## config.mk

```make
export PLATFORM = sky130hd
export DESIGN_NAME = apb_config_bank
export DESIGN_NICKNAME = d
export VERILOG_FILES = /design/src/rtl/apb_config_pkg.sv /design/src/rtl/apb_config_reg.sv /design/src/rtl/apb_config_bank.sv
export SDC_FILE = /design/constraint.sdc
export NUM_CORES = 1
export LEC_CHECK = 0
export BUFFER_PORTS_ARGS = -buffer_cell sky130_fd_sc_hd__buf_2
export CELL_PAD_IN_SITES_DETAIL_PLACEMENT = 0
export CELL_PAD_IN_SITES_GLOBAL_PLACEMENT = 1
export CORE_AREA = 2 2 647 649
export DETAILED_ROUTE_END_ITERATION = 8
export DIE_AREA = 0 0 649 651
export PLACE_DENSITY_LB_ADDON = 0.1
export SYNTH_ARGS = -nofsm -noshare
export SYNTH_HDL_FRONTEND = slang
export SYNTH_SLANG_ARGS = --single-unit
```

## constraint.sdc

```tcl
create_clock -name pclk -period 2.9 [get_ports pclk]
set_input_delay 0.58 -clock pclk [delete_from_list [all_inputs] [get_ports pclk]]
set_output_delay 0.58 -clock pclk [all_outputs]
set_load 0.05 [all_outputs]
```

## src/rtl/apb_config_pkg.sv

```systemverilog
// Shared types for the APB configuration register bank: FSM states, error codes
// and the latched request record.
package apb_config_pkg;

  typedef enum logic [1:0] {
    ST_IDLE = 2'd0,
    ST_WAIT = 2'd1,
    ST_RESP = 2'd2
  } state_e;

  localparam logic [1:0] ERR_NONE   = 2'd0;
  localparam logic [1:0] ERR_DECODE = 2'd1;
  localparam logic [1:0] ERR_ALIGN  = 2'd2;
  localparam logic [1:0] ERR_RO     = 2'd3;

  localparam int IDX_W = 6;  // covers the 64-register ceiling
  localparam int CNT_W = 3;  // covers up to 7 wait states

  typedef struct packed {
    logic [IDX_W-1:0] idx;
    logic             write;
    logic [31:0]      wdata;
    logic [3:0]       strb;
    logic [1:0]       err;
  } req_t;

endpackage

```

## src/rtl/apb_config_reg.sv

```systemverilog
// One configuration register: RW byte-strobed, write-1-to-clear with hardware
// set, or read-only mirror of a status input.
module apb_config_reg
  import apb_config_pkg::*;
#(
  parameter int DATA_W = 32,
  parameter bit IS_RO  = 1'b0,
  parameter bit IS_W1C = 1'b0
) (
  input  logic              pclk,
  input  logic              presetn,
  input  logic              wr_en_i,
  input  logic [DATA_W-1:0] wdata_i,
  input  logic [DATA_W/8-1:0] strb_i,
  input  logic [DATA_W-1:0] hw_status_i,
  input  logic [DATA_W-1:0] hw_set_i,
  output logic [DATA_W-1:0] q_o,
  output logic [DATA_W-1:0] rd_o,
  output logic              valid_o,
  output logic              pulse_o
);

  logic [DATA_W-1:0] q_q, q_d;
  logic [DATA_W-1:0] bmask, clr;
  logic              valid_q, pulse_q;

  always_comb begin
    bmask = '0;
    for (int k = 0; k < DATA_W/8; k++) bmask[8*k +: 8] = {8{strb_i[k]}};
  end

  assign clr = wr_en_i ? (wdata_i & bmask) : '0;

  // Hardware set is applied after the clear so a coincident set wins.
  always_comb begin
    q_d = q_q;
    if (IS_RO)        q_d = q_q;
    else if (IS_W1C)  q_d = (q_q & ~clr) | hw_set_i;
    else if (wr_en_i) q_d = (q_q & ~bmask) | (wdata_i & bmask);
  end

  always_ff @(posedge pclk or negedge presetn) begin
    if (!presetn) begin
      q_q     <= '0;
      valid_q <= 1'b0;
      pulse_q <= 1'b0;
    end else begin
      q_q     <= q_d;
      valid_q <= valid_q | wr_en_i;
      pulse_q <= wr_en_i & (|strb_i);
    end
  end

  assign q_o     = q_q;
  assign rd_o    = IS_RO ? hw_status_i : q_q;
  assign valid_o = valid_q;
  assign pulse_o = pulse_q;

endmodule

```

## src/rtl/apb_config_bank.sv

```systemverilog
// APB4 slave exposing NUM_REGS configuration registers with per-register
// RW / W1C / RO behaviour and optional access wait states.
module apb_config_bank
  import apb_config_pkg::*;
#(
  parameter int                   DATA_W      = 32,
  parameter int                   ADDR_W      = 32,
  parameter int                   NUM_REGS    = 16,
  parameter logic [ADDR_W-1:0]    BASE_ADDR   = '0,
  parameter int                   WAIT_STATES = 0,
  parameter logic [NUM_REGS-1:0]  RO_MASK     = '0,
  parameter logic [NUM_REGS-1:0]  W1C_MASK    = '0
) (
  input  logic                       pclk,
  input  logic                       presetn,
  input  logic [ADDR_W-1:0]          paddr,
  input  logic                       psel,
  input  logic                       penable,
  input  logic                       pwrite,
  input  logic [DATA_W-1:0]          pwdata,
  input  logic [DATA_W/8-1:0]        pstrb,
  output logic [DATA_W-1:0]          prdata,
  output logic                       pready,
  output logic                       pslverr,
  output logic [NUM_REGS*DATA_W-1:0] cfg_o,
  output logic [NUM_REGS-1:0]        cfg_valid_o,
  output logic [NUM_REGS-1:0]        cfg_wr_pulse_o,
  input  logic [NUM_REGS*DATA_W-1:0] hw_status_i,
  input  logic [NUM_REGS*DATA_W-1:0] hw_set_i
);

  state_e                           state_q, state_d;
  logic [CNT_W-1:0]                 cnt_q, cnt_d;
  req_t                             req_q, req_d;
  logic [DATA_W-1:0]                prdata_q;

  logic [ADDR_W-1:0]                off, widx;
  logic                             in_range, dec_ro;
  logic [IDX_W-1:0]                 dec_idx;
  logic [1:0]                       dec_err;

  logic                             resp, ok, wr_go;
  logic [NUM_REGS-1:0]              wr_en;
  logic [NUM_REGS-1:0][DATA_W-1:0]  rd_val;
  logic [DATA_W-1:0]                rd_sel, rd_out;

  // Address decode on the live bus; the result is latched at access start.
  assign off      = paddr - BASE_ADDR;
  assign widx     = off >> 2;
  assign in_range = (paddr >= BASE_ADDR) && (widx < ADDR_W'(NUM_REGS));
  assign dec_idx  = widx[IDX_W-1:0];

  always_comb begin
    dec_ro = 1'b0;
    for (int n = 0; n < NUM_REGS; n++)
      if (dec_idx == IDX_W'(n)) dec_ro = RO_MASK[n];
  end

  always_comb begin
    dec_err = ERR_NONE;
    if (!in_range)              dec_err = ERR_DECODE;
    else if (paddr[1:0] != 2'b0) dec_err = ERR_ALIGN;
    else if (pwrite && dec_ro)  dec_err = ERR_RO;
  end

  always_comb begin
    state_d = state_q;
    cnt_d   = cnt_q;
    req_d   = req_q;
    case (state_q)
      ST_IDLE: begin
        if (psel && penable) begin
          req_d.idx   = dec_idx;
          req_d.write = pwrite;
          req_d.wdata = pwdata;
          req_d.strb  = pstrb;
          req_d.err   = dec_err;
          cnt_d       = '0;
          state_d     = (WAIT_STATES > 0) ? ST_WAIT : ST_RESP;
        end
      end
      ST_WAIT: begin
        if (!psel)                                 state_d = ST_IDLE;
        else if (cnt_q == CNT_W'(WAIT_STATES - 1)) state_d = ST_RESP;
        else                                       cnt_d   = cnt_q + 1'b1;
      end
      ST_RESP: state_d = ST_IDLE;
      default: state_d = ST_IDLE;
    endcase
  end

  always_ff @(posedge pclk or negedge presetn) begin
    if (!presetn) begin
      state_q  <= ST_IDLE;
      cnt_q    <= '0;
      req_q    <= '0;
      prdata_q <= '0;
    end else begin
      state_q  <= state_d;
      cnt_q    <= cnt_d;
      req_q    <= req_d;
      if (resp) prdata_q <= rd_out;
    end
  end

  // A master that abandons the access in RESP gets neither response nor update.
  assign resp  = (state_q == ST_RESP) && psel;
  assign ok    = resp && (req_q.err == ERR_NONE);
  assign wr_go = ok && req_q.write;

  for (genvar n = 0; n < NUM_REGS; n++) begin : g_reg
    assign wr_en[n] = wr_go && (req_q.idx == IDX_W'(n));

    apb_config_reg #(
      .DATA_W (DATA_W),
      .IS_RO  (RO_MASK[n]),
      .IS_W1C (W1C_MASK[n])
    ) u_reg (
      .pclk        (pclk),
      .presetn     (presetn),
      .wr_en_i     (wr_en[n]),
      .wdata_i     (req_q.wdata),
      .strb_i      (req_q.strb),
      .hw_status_i (hw_status_i[n*DATA_W +: DATA_W]),
      .hw_set_i    (hw_set_i[n*DATA_W +: DATA_W]),
      .q_o         (cfg_o[n*DATA_W +: DATA_W]),
      .rd_o        (rd_val[n]),
      .valid_o     (cfg_valid_o[n]),
      .pulse_o     (cfg_wr_pulse_o[n])
    );
  end

  always_comb begin
    rd_sel = '0;
    for (int n = 0; n < NUM_REGS; n++)
      if (req_q.idx == IDX_W'(n)) rd_sel = rd_val[n];
  end

  assign rd_out  = (ok && !req_q.write) ? rd_sel : '0;
  assign prdata  = resp ? rd_out : prdata_q;
  assign pready  = resp;
  assign pslverr = resp && (req_q.err != ERR_NONE);

endmodule

```

==> impl_metrics.yaml <==
place:
  dp.cells: 8500
  globalplace.congestion: 0.692
  dpl-instance-area_mm2: 0.0429
  detailedPlacementHpwl_um: 201000
  pre_cts_ws_ns: -0.942
  place.port_buffers: 650
worst_setup_path:
  crit_slowest_cell: "sky130_fd_sc_hd__dfrtp_4"
  worst-r2r-cell-count: 12
  required_ns: 2.32
  setup.worst_path.class: "reg -> out"
  critPathTopFamily: "buffers and inverters"
  cp_slowest_stage_delay_ns: 0.51
  worstSetupEndpointType: "primary output"
  worst_setup_path_start_kind: "flop"
  critical_path.n_buffers_inverters: 5
  cp_common_cell: "sky130_fd_sc_hd__buf_12"
  timing.critical_path.cells: "buf_12 -> buf_4 -> buf_12 -> buf_6 -> mux4_2 -> nand2_1 -> a32o_1 -> a21oi_2 -> a2bb2oi_4 -> buf_12"
  critical_path.max_fanout: 7
  number_of_cells_on_the_critical_path: 10
  arrival_ns: 3.41
run_status:
  failed_checks: "setup timing"
  outcome: "finished with violations"
floorplanning:
  die_w_um: 649
  fp.dieArea_mm2: 0.422
  initial_core_util: 0.0666
  fp-row-count: 237
  die_height_um: 651
  core-area_mm2: 0.415
  io_pins: 1675
hold_path:
  min-delay-path-class: "in -> reg"
  worst_hold_path.num_cells: 3
detailed_routing:
  highest_layer: "met5"
  routedWlPerCell_um: 28.9
  routed-wl-met3_um: 12200
  dr_total_vias: 23496
  initialDrtViolationCount: 1065
  detailedRoute.firstPassIterationCount: 5
  met2RoutedLength_um: 127000
  avgViaCountPerCell: 2.66
  remaining_drc_errors: 0
  wirelength_met1_um: 107000
  ant_nets: 0
  detail_route.wirelength_um: 255000
power_and_ir_drop:
  power_leakage_nw: 22.5
  p_int_mw: 18.0
  power_frac_seq: 0.361
  clock_power_share: 0.501
  combinational_share_of_power: 0.138
  p_switching_mw: 7.87
  worst_ir_drop_vdd_mv: 0.451
  power_density_mw_per_mm2: 526
  p_sw_frac: 0.304
  report.power.total_mw: 25.9
finish:
  cell_area_after_layout_mm2: 0.0492
  fin_util: 0.118
  areaGrowthSynthToFinish_pct: 77.7
  drive_above_1_share: 0.626
  post_layout_nonfiller_instances: 8821
  fillers: 47222
  final_net_count: 4333
synth:
  synth_top_flop_cell: "sky130_fd_sc_hd__dfrtp_1"
  synth_area_leader_cell: "sky130_fd_sc_hd__dfrtp_1"
  ys_ff_latch: 622
  synthMostInstantiatedCell: "sky130_fd_sc_hd__dfrtp_1"
  post_synth_cell_types: 69
  netlist_instances: 2129
  synth_nets: 3226
  synth_warn: 0
  share_of_the_synthesized_area_in_the_top_cell_type: 0.563
  synth.top_cells.by_count: "sky130_fd_sc_hd__dfrtp_1 (622), sky130_fd_sc_hd__mux2_2 (510), sky130_fd_sc_hd__nand2_1 (243)"
  synth.cell_area_mm2: 0.0277
  synth.area.top_cells: "sky130_fd_sc_hd__dfrtp_1 (56%), sky130_fd_sc_hd__mux2_2 (21%), sky130_fd_sc_hd__nand2_1 (3.3%), sky130_fd_sc_hd__mux4_2 (2.4%), sky130_fd_sc_hd__a22oi_1 (2.0%)"
  synth_edf_count: 0
  synth.yosys.seq_area_share: 0.563
  syn_area_per_cell_um2: 13.0
  async_reset_ff_frac: 1.00
global_routing:
  grt_overflow_total: 0
  grt_use_total: 0.118
  grt_pass1_vias: 25493
  number_of_antenna_violations_at_the_first_check_in_global_routing: 40
  grt_pass1_wl_um: 318000
  grt_start_max_net_pins: 67
clocking:
  tritoncts.num_buffers: 104
  tritoncts_num_sinks: 622
  cts_root_buffer: "sky130_fd_sc_hd__clkbuf_16"
  cts.clk_slew.worst_paths_ns: 0.06
  tritoncts: "done"
  htreeDepth: 3
  clock_latency_ns: 0.85
  cts_max_path_buffers: 4
timing:
  hold_viol_final: 0
  rsz0062_at_grt: "true"
  top_achievable_clock_speed_mhz: 250
  max_slew.worst_pin.slew_ns: 0.926
  final_critical_path_setup_slack_ns: -1.09
  final-max-slew-violation-count: 0
  slew_limit_headroom: 0.382
  fin_worst_skew_ns: 0.0797
  period_minus_slack_ns: 3.99
  final_min_period_over_clock_period: 1.38
  setup_viols_final: 32
job:
  maxCapViolCount: 0
worst min-delay path: stages:
cell and delay, ns:
sky130_fd_sc_hd__buf_2 0.08, sky130_fd_sc_hd__nand2_1 0.12, sky130_fd_sc_hd__nand2_1 0.09
cell families after synthesis:
| kind of cell | after synthesis | share of synthesized area |
|---|---|---|
| mux | 579 | 0.247 |
| buf+inv | 173 | 0.0301 |
| compound gates | 323 | 0.0846 |
| xor+xnor | 1 | 0.000317 |
| simple gates | 431 | 0.0752 |
| flops | 622 | 0.563 |
cells in the final DEF, fill, tap and decap left out, drive strengths merged, types with 6 or more instances in the layout:
cell         synthesis  layout
a21oi               30      30
a221o                6       6
a221oi              26      26
a22oi               75      75
a2bb2oi             20      20
a31oi               20      20
and3                 9       9
and4                13      13
buf                 74    1129
bufinv               0       9
clkbuf              94     152
clkinv               0      13
dfrtp              622     622
diode                0      17
dlygate4sd3          0      38
mux2               536     536
mux2i               13      13
mux4                30      30
nand2              251     251
nand2b               7       7
nand3                9       9
nand3b               8       8
nor2                48      48
nor2b               11      11
nor3                23      23
nor4                16      16
o211ai               6       6
o21ai               45      45
o221ai              12      12
o22ai               28      28
o2bb2ai              6       6
or2                 18      18
final timing paths:
path / startpoint / endpoint / slack (ns)
max: req_q[39]$_DFFE_PN0P_ / prdata[9] / -1.09
min: pwdata[12] / req_q[18]$_DFFE_PN0P_ / 0.09
max reg2reg: req_q[44]$_DFFE_PN0P_ / flop / 0.10
min reg2reg: g_reg[1].u_reg.valid_o$_DFF_PN0_ / g_reg[1].u_reg.valid_o$_DFF_PN0_ / 0.47
max in group asynchronous: presetn / req_q[30]$_DFFE_PN0P_ / 1.55
min in group asynchronous: presetn / prdata_q[13]$_DFF_PN0_ / 0.30
routing by layer:
layer,GRT usage,up-vias
met5,0,-
met4,0.0383,10
met3,0.0247,224
met2,0.206,652
met1,0.142,12456
li1,-,10154
power by group through the flow:
stage	Clock [mW]	Sequential [mW]	Combinational, mW
after floorplan	0	9.06	0.965
after global placement	0	9.57	3.06
after detailed placement	0	9.57	3.04
after CTS	13.7	9.37	3.60
after global routing	13.9	9.40	3.81
final	13.0	9.33	3.57
layout make-up:
class,count,area [µm²],share of cell area
Inverter,5,23.8,0.000483
Timing Repair Buffer,1169,10500,0.214
Clock buffer,151,2930,0.0596
Sequential cell,622,15600,0.317
Clock inverter,26,414,0.00842
Tap cell,5497,6880,0.140
Multi-Input combinational cell,1334,12800,0.260
Antenna cell,17,42.5,0.000865
per-stage QoR:
| stage | hold slack, ns | TNS [ns] |
|---|---|---|
| 2_1_floorplan | 0.284 | -0.222 |
| 3_3_place_gp | 0.453 | -65.07 |
| 3_5_place_dp | 0.457 | -63.54 |
| 4_1_cts | 0.0183 | -35.28 |
| 5_1_grt | 0.0498 | -34.61 |
| 6_report | 0.0901 | -29.66 |
timing repair:
item,in CTS,in global routing
setup endpoints to repair,411,50
resized for setup,233,105
pin swaps,69,58
hold endpoints to repair,52,0
setup buffers,69,30
hold buffers,38,0
gates cloned,3,1
(Power assumes the default switching activity.)
